--- src/rtl/pipe_hazard_unit.sv ---
// Hazard, forwarding and multi-cycle-execute control for a 5-stage int/float pipeline.
// Latency: the select, stall and hold outputs are combinational from the stage records and D inputs; the records update every clock.
// Backpressure: stall_fd holds PC and F/D; e_hold freezes E and sends bubbles into M; redirect sends a bubble into E.
//
// Ports:
//   clk, rst                 clock, synchronous active-high reset
//   d_*                      decoded D-stage instruction (sources, destination, load / multi-cycle flags)
//   redirect                 E resolved a taken jump or mispredict; the D instruction is discarded
//   stall_fd, e_hold         pipeline register enables
//   d_fwd_sel, e_fwd_sel     operand bypass selects for D and E
//   w_we, w_rd, w_cls        W-stage register-file write controls
//   mc_done                  multi-cycle result is valid at the end of this E cycle
//   stall_cnt                saturating count of stall_fd cycles
module pipe_hazard_unit #(
  parameter int RA_W   = 5,
  parameter int NSRC   = 2,
  parameter int MC_LAT = 4,
  parameter int CNT_W  = 16
) (
  input  logic                   clk,
  input  logic                   rst,
  input  logic                   d_valid,
  input  logic [NSRC*RA_W-1:0]   d_rs,
  input  logic [NSRC-1:0]        d_rs_use,
  input  logic [NSRC-1:0]        d_rs_cls,
  input  logic [RA_W-1:0]        d_rd,
  input  logic                   d_rd_we,
  input  logic                   d_rd_cls,
  input  logic                   d_is_load,
  input  logic                   d_is_mc,
  input  logic                   redirect,
  output logic                   stall_fd,
  output logic                   e_hold,
  output logic [NSRC-1:0]        d_fwd_sel,
  output logic [2*NSRC-1:0]      e_fwd_sel,
  output logic                   w_we,
  output logic [RA_W-1:0]        w_rd,
  output logic                   w_cls,
  output logic                   mc_done,
  output logic [CNT_W-1:0]       stall_cnt
);

  localparam int             MCW      = $clog2(MC_LAT) + 1;
  localparam logic [MCW-1:0] MC_LOAD  = MCW'(MC_LAT - 1);
  localparam logic           MC_MULTI = (MC_LAT > 1);

  typedef enum logic {
    ST_IDLE = 1'b0,
    ST_BUSY = 1'b1
  } mc_state_t;

  // E stage record (including the source operands it reads)
  logic                 r_e_valid;
  logic                 r_e_we;
  logic [RA_W-1:0]      r_e_rd;
  logic                 r_e_cls;
  logic                 r_e_load;
  logic                 r_e_mc;
  logic [NSRC*RA_W-1:0] r_e_rs;
  logic [NSRC-1:0]      r_e_rs_use;
  logic [NSRC-1:0]      r_e_rs_cls;

  // M stage record
  logic                 r_m_valid;
  logic                 r_m_we;
  logic [RA_W-1:0]      r_m_rd;
  logic                 r_m_cls;
  logic                 r_m_load;
  logic                 r_m_mc;

  // W stage record
  logic                 r_w_valid;
  logic                 r_w_we;
  logic [RA_W-1:0]      r_w_rd;
  logic                 r_w_cls;
  logic                 r_w_load;
  logic                 r_w_mc;

  mc_state_t            r_mc_state;
  mc_state_t            w_mc_state_nxt;
  logic [MCW-1:0]       r_mc_cnt;
  logic [MCW-1:0]       w_mc_cnt_nxt;

  logic [CNT_W-1:0]     r_stall_cnt;

  logic [NSRC-1:0]      w_d_fwd_sel;
  logic [2*NSRC-1:0]    w_e_fwd_sel;
  logic                 w_load_use;
  logic                 w_e_hold;
  logic                 w_stall_fd;
  logic                 w_e_capture;

  // A source matches a stage's write when the stage writes the same register
  // of the same class. Integer x0 is hardwired to zero and never matches;
  // float f0 is a real register and does.
  function automatic logic f_match(
    input logic            x_valid,
    input logic            x_we,
    input logic [RA_W-1:0] x_rd,
    input logic            x_cls,
    input logic            src_use,
    input logic            src_cls,
    input logic [RA_W-1:0] src_rs
  );
    return x_valid & x_we & src_use & (x_cls == src_cls) & (x_rd == src_rs) &
           !((src_cls == 1'b0) && (src_rs == '0));
  endfunction

  // Bypass selects and load-use detection
  always_comb begin
    w_d_fwd_sel = '0;
    w_e_fwd_sel = '0;
    w_load_use  = 1'b0;
    for (int i = 0; i < NSRC; i++) begin
      // E operands: the younger producer (M) wins over W
      if (f_match(r_m_valid, r_m_we, r_m_rd, r_m_cls,
                  r_e_rs_use[i], r_e_rs_cls[i], r_e_rs[i*RA_W +: RA_W])) begin
        w_e_fwd_sel[2*i +: 2] = 2'b01;
      end else if (f_match(r_w_valid, r_w_we, r_w_rd, r_w_cls,
                           r_e_rs_use[i], r_e_rs_cls[i], r_e_rs[i*RA_W +: RA_W])) begin
        w_e_fwd_sel[2*i +: 2] = 2'b00;
      end else begin
        w_e_fwd_sel[2*i +: 2] = 2'b10;
      end

      // D reads the register file in the same cycle W writes it
      w_d_fwd_sel[i] = f_match(r_w_valid, r_w_we, r_w_rd, r_w_cls,
                               d_rs_use[i], d_rs_cls[i], d_rs[i*RA_W +: RA_W]);

      // A load in E has no data until W, so its consumer must wait one cycle
      if (d_valid && r_e_valid && r_e_load &&
          f_match(r_e_valid, r_e_we, r_e_rd, r_e_cls,
                  d_rs_use[i], d_rs_cls[i], d_rs[i*RA_W +: RA_W])) begin
        w_load_use = 1'b1;
      end
    end
  end

  assign w_e_hold    = (r_mc_state == ST_BUSY);
  // Redirect discards D, so a pending load-use is moot; redirect never
  // coincides with a hold because multi-cycle ops do not redirect.
  assign w_stall_fd  = w_e_hold | (w_load_use & !redirect);
  assign w_e_capture = d_valid & !redirect & !w_stall_fd;

  // Multi-cycle FSM: the counter holds the remaining held cycles in E
  always_ff @(posedge clk) begin
    if (rst) begin
      r_mc_state <= ST_IDLE;
      r_mc_cnt   <= '0;
    end else begin
      r_mc_state <= w_mc_state_nxt;
      r_mc_cnt   <= w_mc_cnt_nxt;
    end
  end

  always_comb begin
    w_mc_state_nxt = r_mc_state;
    w_mc_cnt_nxt   = r_mc_cnt;
    case (r_mc_state)
      ST_IDLE: begin
        if (w_e_capture && d_is_mc && MC_MULTI) begin
          w_mc_state_nxt = ST_BUSY;
          w_mc_cnt_nxt   = MC_LOAD;
        end
      end
      ST_BUSY: begin
        w_mc_cnt_nxt = r_mc_cnt - 1'b1;
        if (r_mc_cnt == MCW'(1)) begin
          w_mc_state_nxt = ST_IDLE;
        end
      end
      default: begin
        w_mc_state_nxt = ST_IDLE;
        w_mc_cnt_nxt   = '0;
      end
    endcase
  end

  // Stage record advance
  always_ff @(posedge clk) begin
    if (rst) begin
      r_e_valid  <= 1'b0;
      r_e_we     <= 1'b0;
      r_e_rd     <= '0;
      r_e_cls    <= 1'b0;
      r_e_load   <= 1'b0;
      r_e_mc     <= 1'b0;
      r_e_rs     <= '0;
      r_e_rs_use <= '0;
      r_e_rs_cls <= '0;
      r_m_valid  <= 1'b0;
      r_m_we     <= 1'b0;
      r_m_rd     <= '0;
      r_m_cls    <= 1'b0;
      r_m_load   <= 1'b0;
      r_m_mc     <= 1'b0;
      r_w_valid  <= 1'b0;
      r_w_we     <= 1'b0;
      r_w_rd     <= '0;
      r_w_cls    <= 1'b0;
      r_w_load   <= 1'b0;
      r_w_mc     <= 1'b0;
    end else begin
      r_w_valid <= r_m_valid;
      r_w_we    <= r_m_we;
      r_w_rd    <= r_m_rd;
      r_w_cls   <= r_m_cls;
      r_w_load  <= r_m_load;
      r_w_mc    <= r_m_mc;

      if (w_e_hold) begin
        // E keeps the multi-cycle op; M gets a bubble
        r_m_valid <= 1'b0;
        r_m_we    <= 1'b0;
        r_m_rd    <= '0;
        r_m_cls   <= 1'b0;
        r_m_load  <= 1'b0;
        r_m_mc    <= 1'b0;
      end else begin
        r_m_valid <= r_e_valid;
        r_m_we    <= r_e_we;
        r_m_rd    <= r_e_rd;
        r_m_cls   <= r_e_cls;
        r_m_load  <= r_e_load;
        r_m_mc    <= r_e_mc;

        if (w_e_capture) begin
          r_e_valid  <= 1'b1;
          r_e_we     <= d_rd_we;
          r_e_rd     <= d_rd;
          r_e_cls    <= d_rd_cls;
          r_e_load   <= d_is_load;
          r_e_mc     <= d_is_mc;
          r_e_rs     <= d_rs;
          r_e_rs_use <= d_rs_use;
          r_e_rs_cls <= d_rs_cls;
        end else begin
          r_e_valid  <= 1'b0;
          r_e_we     <= 1'b0;
          r_e_rd     <= '0;
          r_e_cls    <= 1'b0;
          r_e_load   <= 1'b0;
          r_e_mc     <= 1'b0;
          r_e_rs     <= '0;
          r_e_rs_use <= '0;
          r_e_rs_cls <= '0;
        end
      end
    end
  end

  // Saturating stall counter
  always_ff @(posedge clk) begin
    if (rst) begin
      r_stall_cnt <= '0;
    end else if (w_stall_fd && (r_stall_cnt != '1)) begin
      r_stall_cnt <= r_stall_cnt + 1'b1;
    end
  end

  assign stall_fd  = w_stall_fd;
  assign e_hold    = w_e_hold;
  assign d_fwd_sel = w_d_fwd_sel;
  assign e_fwd_sel = w_e_fwd_sel;
  assign w_we      = r_w_valid & r_w_we;
  assign w_rd      = r_w_rd;
  assign w_cls     = r_w_cls;
  // The held op's last E cycle is the first one back in IDLE
  assign mc_done   = (r_mc_state == ST_IDLE) & r_e_valid & r_e_mc;
  assign stall_cnt = r_stall_cnt;

endmodule

--- config.mk ---
export PLATFORM = sky130hd
export DESIGN_NAME = pipe_hazard_unit
export DESIGN_NICKNAME = d
export VERILOG_FILES = /design/src/rtl/pipe_hazard_unit.sv
export SDC_FILE = /design/constraint.sdc
export NUM_CORES = 1
export LEC_CHECK = 0
export CAP_MARGIN = 20
export CORE_UTILIZATION = 46
export CTS_CLUSTER_SIZE = 30
export DETAILED_ROUTE_END_ITERATION = 8
export PLACE_DENSITY = 0.83
export SLEW_MARGIN = 20
export SYNTH_ARGS = -nofsm -noshare
export SYNTH_HDL_FRONTEND = slang
export SYNTH_SLANG_ARGS = --single-unit
export TNS_END_PERCENT = 30
--- constraint.sdc ---
create_clock -name clk -period 3 [get_ports clk]
set_input_delay 0.9 -clock clk [delete_from_list [all_inputs] [get_ports clk]]
set_output_delay 0.9 -clock clk [all_outputs]
set_load 0.05 [all_outputs]
* Word level (Yosys, flattened, before mapping)
Cells that the tools add are included.
** Storage, ports and cells
- Bits in read-only memories :: 0
- RAM bits :: 0
- Memories kept :: 0
- Latch bits :: 0
- Logic and storage cells :: 128
- Output and inout port bits :: 32
- Bits in registers :: 60
- Bits of input ports :: 27
** Cells by class
- Multipliers :: 0
- Divide/modulo/power cells :: 0
- Equality and inequality tests :: 19
- Reductions and logical operators :: 21
- Magnitude comparators :: 0
- Shift-type cells :: 0
- Multiplexer cells :: 20
- Bitwise logic cells :: 46
- $add $sub $neg :: 2
** Operator list (number)
- bitwise AND 1 bit :: 40
- equality test 5 bit :: 8
- zero test 5 bit :: 4
- adder 16 x 1 -> 16 bit, second input constant :: 1
- inequality test 16 bit, second input constant :: 1
- two-way mux 2 bit :: 6
- logical AND 1 bit :: 10
- two-way mux 10 bit :: 1
- two-way mux 1 bit :: 9
- equality test 1 bit :: 8
- zero test 1 bit :: 6
- one-hot mux 3 bit (2 select lines) :: 1
- two-way mux 5 bit :: 1
- inverter 1 bit :: 5
- equality test 3 x 1 -> 1 bit, second input constant :: 1
- two-way mux 3 bit :: 1
- subtractor 3 x 1 -> 3 bit, second input constant :: 1
- inequality test 2 bit, second input constant :: 1
- one-hot mux 1 bit (2 select lines) :: 1
- OR reduction 2 bit :: 1
- bitwise OR 1 bit :: 1

* Longest topological paths before layout
Gate-level depths: netlist of run 1.
- Word-level depth :: 15
- Mapped depth :: 8
- Mapped depth without buffers :: 7

* Worst setup path after synthesis of run 1
Ideal clock, no wire load.
- Path type :: in2out
- From :: input port d_rs_cls[1]
- To :: output port stall_fd
- Required time :: 2100 ps
- Path buffers :: 0
- Setup slack :: -157 ps
- Arrival time :: 2257 ps
- Stages :: 4
- Path through :: or4_1 o31a_1 a211oi_4 inv_2
** On the way
- Word-level cells in the longest chain between the ends :: 8
- Elaborated cells on any way between the ends :: 11
- Classes of those cells :: eq/ne: 1; mux: 1; bitwise: 6; reduce/logical: 3
** RTL lines
- from (decl) :: RTL line 25 : input logic [NSRC-1:0] d_rs_cls,
- equality test 1 bit / inverter 1 bit (equally long branches) :: RTL line 105, 106
- bitwise AND 1 bit / logical AND 1 bit (equally long branches) :: RTL line 105, 106
- bitwise AND 1 bit / zero test 1 bit (equally long branches) :: RTL line 105, 106
- bitwise AND 1 bit * :: RTL line 105 : return x_valid & x_we & src_use & (x_cls == src_cls) & (x_rd == src_rs) &
- logical AND 1 bit * :: RTL line 131 : if (d_valid && r_e_valid && r_e_load &&
- two-way mux 1 bit * :: RTL line 131
- bitwise AND 1 bit * :: RTL line 142 : assign w_stall_fd = w_e_hold | (w_load_use & !redirect);
- bitwise OR 1 bit * :: RTL line 142
- to (decl) :: RTL line 32 : output logic stall_fd,
Mark *: on every way between the ends. The rest lies on a longest branch, timed or not.

* Worst setup path in the final report of run 1
- From :: input port d_rs[6]
- To :: output port stall_fd
** On the way
- Word-level cells in the longest chain between the ends :: 8
- Elaborated cells on any way between the ends :: 10
- Classes of those cells :: eq/ne: 1; mux: 1; bitwise: 4; reduce/logical: 4
** RTL lines
- from (decl) :: RTL line 23 : input logic [NSRC*RA_W-1:0] d_rs,
- zero test 5 bit :: RTL line 106 : !((src_cls == 1'b0) && (src_rs == '0));
- logical AND 1 bit :: RTL line 106
- zero test 1 bit :: RTL line 106
- bitwise AND 1 bit * :: RTL line 105
- logical AND 1 bit * :: RTL line 131
- two-way mux 1 bit * :: RTL line 131
- bitwise AND 1 bit * :: RTL line 142
- bitwise OR 1 bit * :: RTL line 142
Marks and branches as above.

==> metrics, run 1 <==
run status=finished with violations; failing checks=negative setup slack; Synth Register Bits=60; overall routing resource usage=0.250; number of hold-slack violations in the final timing report=0; worst-path cell chain=buf_6 -> or4_4 -> o31a_1 -> a211oi_4 -> inv_4 -> buf_8; Tcrit/Tclk final=1.10; fin crit period=3.30 ns; nets in the synthesized netlist=336; peak-usage layer in the global routing report=met2; root cell of the clock tree=sky130_fd_sc_hd__clkbuf_8; most common cell after layout, fill and taps aside=sky130_fd_sc_hd__dfxtp_1; total of fill cells in the finished design=458; power per cell area=437 mW/mm2; Die Span Y=82.3 um; average via count per standard cell=5.78; crit path DAT=2.40 ns; worst IR drop on VDD=0.000303 V; min setup slack post-route=-0.301 ns; Total Die Area=0.00678 mm2; share of final-layout standard cells stronger than drive strength 1=0.208; quantity of I/O buffers inserted on ports=58; top library cells by usage in the layout, fill and taps aside=sky130_fd_sc_hd__dfxtp_1 (60), sky130_fd_sc_hd__clkdlybuf4s50_1 (39), sky130_fd_sc_hd__xnor2_1 (34); antenna fix cells=0; number of DRC markers after the initial detailed-route iteration=163; type of the setup path with the least slack=in2out; die width=82.3 um; clock-pin slew reported for the worst setup and hold paths after clock tree synthesis=0.06 ns; number of warnings issued by yosys=0; synthesized instance count=306; 1st-pass router iterations=6; number of max-slew violations in the final report=0; required time of the worst setup path=2.10 ns; Critical Path Slowest Stage Cell=sky130_fd_sc_hd__or4_4; final instance area=0.00409 mm2; pre-CTS setup slack=-0.729 ns; share of the yosys chip area belonging to registers=0.405; kind of start point of the critical path=input pin; post-synthesis async set-or-reset flop share=0; post-route clock skew=0.0117 ns; kind of cell with the highest combined delay on the critical path=compound AO/OA/AOI/OAI gates; TritonCTS clock tree=done; synth-to-layout area growth=37.8%; clock buffer count from CTS=9; share of Yosys cell area claimed by the top area cell type=0.405; area of the mapped netlist=0.00297 mm2; number of buffers and inverters on the critical path=3; count of different cell masters after synthesis=48; Remaining DRCs=0; area of all sequential standard cells=0.00120 mm2; met2 track demand over resource=0.415; clock sinks=60; total setup violations reported at the end of the flow=3; HPWL reported at the end of detailed placement=5640 um; antenna viol nets, final=0; core footprint=0.00606 mm2; met3 Track Usage GR=0.0538; initial cell density of the core=0.490; total area of multi-input combinational cells=0.00173 mm2; setup repair after global routing missed its margin=yes; number of global-route vias before repair=2,509; worst hold path class=reg2reg; H-tree lvl count=3; maximum number of pins on one net before global-route repair=34; Detailed Route WL=8130 um; DR vias=2,716; initial antenna violation count=0; top achievable clock speed=303 MHz; average routed wire per standard cell=17.3 um; static leakage=1.58 nW; Critical Path Fanout Max=2; Crit path largest cell delay=0.51 ns; pin slew with the least headroom to its limit=0.617 ns; syn_area_per_cell=9.70 um2; final weighted congestion in routability-driven placement=0.858; largest cells by area after synthesis=sky130_fd_sc_hd__dfxtp_1 (40%), sky130_fd_sc_hd__xnor2_1 (10%), sky130_fd_sc_hd__a22o_1 (6.5%), sky130_fd_sc_hd__xor2_1 (4.1%), sky130_fd_sc_hd__nor2b_1 (3.4%); Max Buffers Root-to-Sink=2; num rows=28; Ports=59; total global routing overflow=0; count of maximum capacitance violations=0; nature of the critical path endpoint=output port; instance area at placement=0.00379 mm2; M1 GR Usage=0.307; worst-case headroom to the max-slew limit=0.588; clock latency on the worst-skew pair=0.34 ns; fin nets=420; predominant post-synthesis flop cell=sky130_fd_sc_hd__dfxtp_1; biggest area consumer among synthesized cells=sky130_fd_sc_hd__dfxtp_1; count of flip-flops with a built-in enable after synthesis=0; wire length of the first global-routing pass=12,400 um
-- power breakdown --
| part | switching, mW | internal (mW) | leakage, nW | total (mW) |
|---|---|---|---|---|
| sequential | 0.0239 | 0.815 | 0.486 | 0.839 |
| combinational | 0.101 | 0.104 | 0.988 | 0.205 |
| clock | 0.317 | 0.426 | 0.102 | 0.743 |
-- kinds of logic (layout without fill, tap and decap cells) --
| family | count (synthesis) | in the layout | synth area share |
|---|---|---|---|
| fa+ha+maj | 3 | 3 | 0.0126 |
| simple gates | 110 | 110 | 0.226 |
| compound gates | 56 | 56 | 0.157 |
| xor+xnor | 48 | 48 | 0.142 |
| buf+inv | 23 | 112 | 0.0337 |
| mux | 6 | 6 | 0.0240 |
| flops | 60 | 60 | 0.405 |
-- through the flow --
stage | hold slack, ns | instances | utilization | power, mW | TNS (ns)
floorplan | 0.423 | 306 | - | 0.950 | -0.254
global placement | 0.432 | 449 | 0.625 | 1.04 | -10.38
detailed placement | 0.462 | 449 | 0.625 | 1.05 | -13.22
CTS | 0.471 | 468 | 0.668 | 1.78 | -0.658
global route | 0.486 | 470 | 0.675 | 1.85 | -0.752
finish | 0.472 | 470 | 0.675 | 1.79 | -0.660
-- synthesized netlist by cell type (3+ instances only) --
cell / count
sky130_fd_sc_hd__ha_1: 3
sky130_fd_sc_hd__xnor2_1: 34
sky130_fd_sc_hd__a21oi_1: 10
sky130_fd_sc_hd__xor2_1: 14
sky130_fd_sc_hd__nand4_1: 14
sky130_fd_sc_hd__or3_1: 4
sky130_fd_sc_hd__nand2_1: 12
sky130_fd_sc_hd__or4_1: 12
sky130_fd_sc_hd__clkbuf_1: 12
sky130_fd_sc_hd__inv_1: 6
sky130_fd_sc_hd__nor2b_1: 16
sky130_fd_sc_hd__mux2_2: 4
sky130_fd_sc_hd__nor4_1: 3
sky130_fd_sc_hd__a21o_1: 3
sky130_fd_sc_hd__nor2_1: 13
sky130_fd_sc_hd__a22o_1: 22
sky130_fd_sc_hd__and2_1: 10
sky130_fd_sc_hd__nand3_1: 8
sky130_fd_sc_hd__dfxtp_1: 60
sky130_fd_sc_hd__nor3_1: 6
sky130_fd_sc_hd__o31ai_1: 9
-- cell type report --
type | instances | share of cell area
clock buffers | 12 | 0.0379
inverters | 7 | 0.00704
flip-flops and latches | 60 | 0.294
multi-input cells | 223 | 0.423
clock inverters | 4 | 0.0116
repair buffers | 89 | 0.204
well taps | 75 | 0.0229
-- what timing repair did --
action	4_1_cts	5_1_grt
buffers inserted	3	3
gates resized for setup	45	7
setup endpoints to repair	15	13
cloned	0	0
pin swaps	8	7
hold buffers	0	0
-- routing by layer --
| layer | up-vias | part of all wire |
|---|---|---|
| met2 | 122 | 0.49 |
| met1 | 1293 | 0.42 |
| met4 | 0 | 0.029 |
| met5 | - | 0 |
| met3 | 21 | 0.063 |
| li1 | 1280 | - |
-- final timing paths --
check           from  depth (start not counted)  slack (ns)             to
min           r_m_we                          1        0.47         r_w_we
max          d_rs[6]                          6       -0.30       stall_fd
max reg2reg  r_e_cls                          8        0.57  stall_cnt[11]
min reg2reg   r_m_we                          1        0.47         r_w_we
-- flip-flops by register name (all words and copies together), names as in the netlist, 2 cells and up --
register and flops:
r_m_rd 5, r_mc_cnt 3, r_e_rs_use 2, stall_cnt 16, r_e_rs 10, w_rd 5
r_e_rd 5, r_e_rs_cls 2
-- worst reg2reg max path, stage by stage, from the launching register on --
cell,delay (ns)
sky130_fd_sc_hd__dfxtp_1,0.43
sky130_fd_sc_hd__xnor2_1,0.18
sky130_fd_sc_hd__nand4_1,0.21
sky130_fd_sc_hd__nor4_4,0.38
sky130_fd_sc_hd__a211oi_4,0.09
sky130_fd_sc_hd__buf_4,0.17
sky130_fd_sc_hd__buf_4,0.20
sky130_fd_sc_hd__nor4b_2,0.30
sky130_fd_sc_hd__mux2_2,0.37
No activity file was read; power rests on OpenSTA's default activity.
==> run 2: changes to the inputs <==
--- a/config.mk
+++ b/config.mk
@@ -7,6 +7,7 @@
 export LEC_CHECK = 0
 export CAP_MARGIN = 20
 export CORE_UTILIZATION = 46
+export CTS_CLUSTER_DIAMETER = 60
 export CTS_CLUSTER_SIZE = 30
 export DETAILED_ROUTE_END_ITERATION = 8
 export PLACE_DENSITY = 0.83
==> results of run 2 <==
No change in the layout: final DEF, timing and power equal those of run 1.
==> run 3: changes to the inputs <==
--- a/config.mk
+++ b/config.mk
@@ -5,7 +5,7 @@
 export SDC_FILE = /design/constraint.sdc
 export NUM_CORES = 1
 export LEC_CHECK = 0
-export CAP_MARGIN = 20
+export CAP_MARGIN = 15
 export CORE_UTILIZATION = 46
 export CTS_CLUSTER_DIAMETER = 60
 export CTS_CLUSTER_SIZE = 30
==> results of run 3 <==
No change in the layout: final DEF, timing and power equal those of run 1.
